[src/rtl/prenc_pkg.sv]
// Shared types and helpers for the iterative priority encoder (prenc_iter).
package prenc_pkg;

  // Upper bound on request vector width supported by the helper functions.
  localparam int MAX_W = 256;

  typedef enum logic {
    IDLE = 1'b0,
    EMIT = 1'b1
  } prenc_state_e;

  function automatic int popcount(input logic [MAX_W-1:0] v);
    int c;
    c = 0;
    for (int i = 0; i < MAX_W; i++) begin
      if (v[i]) c++;
    end
    return c;
  endfunction

  // Index of the highest set bit, or -1 when no bit is set.
  function automatic int lead_one(input logic [MAX_W-1:0] v);
    int r;
    r = -1;
    for (int i = 0; i < MAX_W; i++) begin
      if (v[i]) r = i;
    end
    return r;
  endfunction

endpackage

[src/rtl/prenc_msb.sv]
// Combinational MSB-first priority encoder with hit flag; idx is 0 when no bit is set.
module prenc_msb
  import prenc_pkg::*;
#(
  parameter int WIDTH = 8,
  parameter int IDX_W = $clog2(WIDTH)
) (
  input  logic [WIDTH-1:0] vec,
  output logic [IDX_W-1:0] idx,
  output logic             hit
);

  logic [MAX_W-1:0] vec_ext;
  int               lo;

  always_comb begin
    vec_ext = '0;
    vec_ext[WIDTH-1:0] = vec;
    lo  = lead_one(vec_ext);
    hit = (lo >= 0);
    idx = hit ? IDX_W'(lo) : '0;
  end

endmodule

[src/rtl/prenc_iter.sv]
// Sequential priority encoder: emits the index of every set bit of a captured vector, MSB first.
// Optional macro PRENC_COUNT_EN adds hit_cnt, the popcount of the captured vector.
module prenc_iter
  import prenc_pkg::*;
#(
  parameter int WIDTH = 8,
  parameter int IDX_W = $clog2(WIDTH)
) (
  input  logic             clk,
  input  logic             rst_n,
  input  logic             in_valid,
  output logic             in_ready,
  input  logic [WIDTH-1:0] in_vec,
  output logic             out_valid,
  input  logic             out_ready,
  output logic [IDX_W-1:0] out_idx,
  output logic             out_last,
  output logic             out_zero,
`ifdef PRENC_COUNT_EN
  output logic [IDX_W:0]   hit_cnt,
`endif
  output logic             busy
);

  // Handshakes: a transfer happens on a channel only in a cycle where both
  // valid and ready are high at the rising clock edge; in_ready may depend
  // combinationally on out_ready so a new vector can load on the last beat.

  prenc_state_e     state;
  logic [WIDTH-1:0] pend;
  logic             zflag;

  logic [IDX_W-1:0] enc_idx;
  logic             enc_hit;
  logic [MAX_W-1:0] pend_ext;
  int               pend_cnt;
  logic             accept;
  logic             fire;

  prenc_msb #(.WIDTH(WIDTH), .IDX_W(IDX_W)) u_msb (
    .vec (pend),
    .idx (enc_idx),
    .hit (enc_hit)
  );

  always_comb begin
    pend_ext = '0;
    pend_ext[WIDTH-1:0] = pend;
    pend_cnt = popcount(pend_ext);
  end

  assign busy      = (state == EMIT);
  assign out_valid = busy;
  assign out_idx   = (busy && enc_hit) ? enc_idx : '0;
  assign out_last  = busy && (pend_cnt <= 1);
  assign out_zero  = busy && zflag;

  assign fire     = out_valid && out_ready;
  assign in_ready = (state == IDLE) || (fire && out_last);
  assign accept   = in_valid && in_ready;

  always_ff @(posedge clk or negedge rst_n) begin
    if (!rst_n) begin
      state <= IDLE;
      pend  <= '0;
      zflag <= 1'b0;
    end else if (accept) begin
      // A reload on the final beat takes precedence over returning to IDLE.
      state <= EMIT;
      pend  <= in_vec;
      zflag <= (in_vec == '0);
    end else if (fire) begin
      pend <= pend & ~(WIDTH'(1) << out_idx);
      if (out_last) begin
        state <= IDLE;
        zflag <= 1'b0;
      end
    end
  end

`ifdef PRENC_COUNT_EN
  logic [MAX_W-1:0] in_ext;

  always_comb begin
    in_ext = '0;
    in_ext[WIDTH-1:0] = in_vec;
  end

  always_ff @(posedge clk or negedge rst_n) begin
    if (!rst_n) begin
      hit_cnt <= '0;
    end else if (accept) begin
      hit_cnt <= (IDX_W+1)'(popcount(in_ext));
    end
  end
`endif

endmodule

[config.mk]
export PLATFORM = sky130hd
export DESIGN_NAME = prenc_iter
export DESIGN_NICKNAME = d
export VERILOG_FILES = /design/src/rtl/prenc_pkg.sv /design/src/rtl/prenc_msb.sv /design/src/rtl/prenc_iter.sv
export SDC_FILE = /design/constraint.sdc
export NUM_CORES = 1
export LEC_CHECK = 0
export ABC_AREA = 1
export CAP_MARGIN = 20
export CORE_MARGIN = 4
export CORE_UTILIZATION = 54
export DETAILED_ROUTE_END_ITERATION = 10
export PLACE_DENSITY = 0.84
export SLEW_MARGIN = 20
export SYNTH_ARGS = -nofsm -noshare
export SYNTH_HDL_FRONTEND = slang
export SYNTH_SLANG_ARGS = --single-unit
export TNS_END_PERCENT = 20
[constraint.sdc]
create_clock -name clk -period 8.25 [get_ports clk]
set_input_delay 2.0625 -clock clk [delete_from_list [all_inputs] [get_ports clk]]
set_output_delay 2.0625 -clock clk [all_outputs]
set_load 0.05 [all_outputs]
==> results by group, run 1 <==
Routing
  • Final ANT Viol Nets: 0
  • Drc violations: 0
  • Via count: 1372
  • Vias per cell: 5.60
  • Initial drt markers: 75
  • Final WL: 3060 µm
  • Drt pass-1 iters: 4
  • Wire per inst: approximately 13 µm

Clocking
  • TritonCTS clock tree: done
  • Number of clock sinks: 10
  • CTS Buffer Depth: 2
  • H-tree Lvls: 1
  • CTS resizes: 0
  • Cts hold-fix bufs: 0
  • CTS clock-pin slew for the worst setup and hold paths: about 60 ps
  • Post-CTS setup buffers: 0
  • CTS buffer count: 3
  • Root Buffer: clkbuf_4
  • Clock Latency Late Sink: roughly 270 ps

Timing
  • Tmin final: ~7200 ps
  • Final setup margin: 1030 ps
  • Pins over their slew limit: 0
  • RSZ-0062 raised after global routing: no
  • Fin crit share: 0.876
  • Worst-margin pin slew: 530 ps
  • Hold Fails Final Rpt: 0
  • FMAX: approximately 0.14 GHz
  • Slew Limit Headroom: 0.646
  • Final Setup Violations: 0
  • Clock Skews: a little under 0.4 ps
  • Setup TNS: 0 ps

Hold path
  • Worst min path class: reg2reg
  • Worst hold stages: 2

Worst setup path
  • Worst reg-to-reg path cell count: 27
  • Critical Path AT: 5160 ps
  • Reg-to-reg setup timing slack: about 4000 ps
  • Critical path peak fanout: 10
  • CP peak stage delay: approximately 820 ps
  • CP Class: reg2out
  • Worst Setup SP: pend[0]
  • RR Endpoint: zflag
  • Worst Path Required: 6190 ps
  • Slowest CP cell: clkdlybuf4s50_1
  • CP Launch Type: flop
  • Most used cell, CP: nand2_1
  • Worst setup EP type: primary output
  • Worst Setup EP: in_ready
  • FF-to-FF Start: pend[0]

GRT
  • Global-route wire length before repair: approximately 5400 µm
  • Largest net degree at the start of global routing: 12
  • Met2 GRT Util: 0.392
  • Total track usage: 0.209
  • Gr busiest metal: met2
  • GR Layer Usage met3: 0.0186
  • Initial antenna violation count: 0
  • Vias in the first global route: 1404
  • Global routing usage on met1: 0.230
  • Congestion Overflow GR: 0

Synthesis
  • Compound-Gate Fraction of Synth Area: 0.0944
  • Netlist Area Pre-Place: between 1000 and 1500 µm²
  • Ys Warns: 0
  • Count of state elements after synthesis: 10
  • Cell variety after synth: 28
  • XOR/XNOR share of the synthesized area: 0
  • Adder-cell share of the synthesized area: 0.0923
  • Register area share after synthesis: 0.205
  • Cell count after synthesis: 200
  • Main combinational cell family by area after synthesis: simple AND/OR/NAND/NOR gates
  • Syn nets: around 220
  • Simple-gate area share of the yosys netlist: 0.469
  • Avg Inst Size Synth: between 6 and 7 µm²
  • Mux cell area share after synthesis: 0

Layout
  • Most common cell after layout, fill and taps aside: nand2_1
  • Register Area: 250 µm²
  • Area Growth Syn to Fin: 18.5%
  • Layout cells sized above 1: 0.0917
  • Design Area, Final: 1450 µm²
  • Diode count: 0
  • Util after Layout: 0.701
  • Area occupied by multi-input gates: roughly 800 µm²
  • Leading cell types in the layout, fill and taps excluded: nand2_1 (64), inv_1 (35), nand3_1 (19), clkdlybuf4s50_1 (19), nor2_1 (11)
  • Layout Nets: 240
  • Fillers: roughly 190

Placed design
  • I/O Buffers: 19
  • GPL Wtd Cong: 0.833
  • Worst slack, placed: about 1300 ps
  • DP HPWL: between 2000 and 2500 µm
  • Area of placed instances: 1410 µm²

Die
  • Die Ht: 55.5 µm
  • Initial Util: 0.592
  • # IOs: 20
  • Row cnt: 16
  • Die area: a little over 3000 µm²
  • Core area: 2060 µm²
  • Die X: between 50 and 60 µm

Flow run
  • Max-cap violations: 0

Outcome
  • Status: completed
-- critical path: cells and delay by family, from the launching register on --
kind,cells,cell delay [ps]
simple gates,15,1620
fa+ha+maj,5,1510
compound gates,1,120
buf+inv,6,1230
flops,1,430
-- flip-flops by register name, indices dropped and copies added (netlist names) --
register  flops
busy          1
pend          8
zflag         1
-- area by class of cell --
cell class / count / area share
Clock buffer: 4 / 0.0251
Timing Repair Buffer: 19 / 0.132
Tap cell: 27 / 0.0234
Multi-Input combinational cell: 149 / 0.553
Sequential cell: 10 / 0.173
Inverter: 36 / 0.0935
-- worst min path at each step --
stage,from,endpoint
2_1_floorplan,pend[1],pend[1]
3_3_place_gp,pend[1],pend[1]
3_5_place_dp,pend[1],pend[1]
4_1_cts,pend[1],pend[1]
5_1_grt,zflag,zflag
6_report,pend[1],pend[1]
-- cells by family (layout without fill, tap and decap cells) --
group | Yosys count | after routing
simple gates | 121 | 121
flops | 10 | 10
buf+inv | 41 | 59
compound gates | 19 | 19
fa+ha+maj | 9 | 9
-- per-layer routing --
| layer | vias up | wire, µm |
|---|---|---|
| met5 | - | 0 |
| met4 | 0 | 59 |
| met3 | 9 | 159 |
| met2 | 56 | 1630 |
| met1 | 626 | 1210 |
| li1 | 681 | - |
-- synth_stat cells --
master	instances	area share
nand2_1	64	0.20
inv_1	35	0.11
nand3_1	19	0.078
nor2_1	11	0.034
dfrtp_1	10	0.21
ha_1	9	0.092
nand4_1	9	0.046
o21ai_0	6	0.025
a21oi_1	5	0.021
nand2_2	4	0.021
a31oi_1	3	0.015
nand3_2	3	0.025
nor4_1	3	0.015
buf_4	2	0.012
clkbuf_4	2	0.012
nor2_2	2	0.010
or2_2	2	0.010
a311oi_1	1	0.0072
and2_0	1	0.0051
clkbuf_2	1	0.0041
inv_2	1	0.0031
nand2_4	1	0.0092
nand3_4	1	0.014
nor3_1	1	0.0041
o21ai_1	1	0.0041
o21ai_2	1	0.0072
o21bai_1	1	0.0062
o21bai_2	1	0.0092
-- stage by stage --
step	hold WS (ps)	cells
finish	609	245
global route	670	245
CTS	614	245
detailed placement	594	241
global placement	570	241
floorplan	530	200
Power of run 1 is left out: the tool's default activity adds up to more than one toggle a clock period on the data nets, which glitch-free logic cannot reach.
==> run 2: changes to the inputs <==
- HOLD_SLACK_MARGIN: unset -> 0.05
==> results of run 2 <==
Same layout as run 1: the final DEF is identical, and so are final timing and power.
Power of run 2 is left out for the same reason.
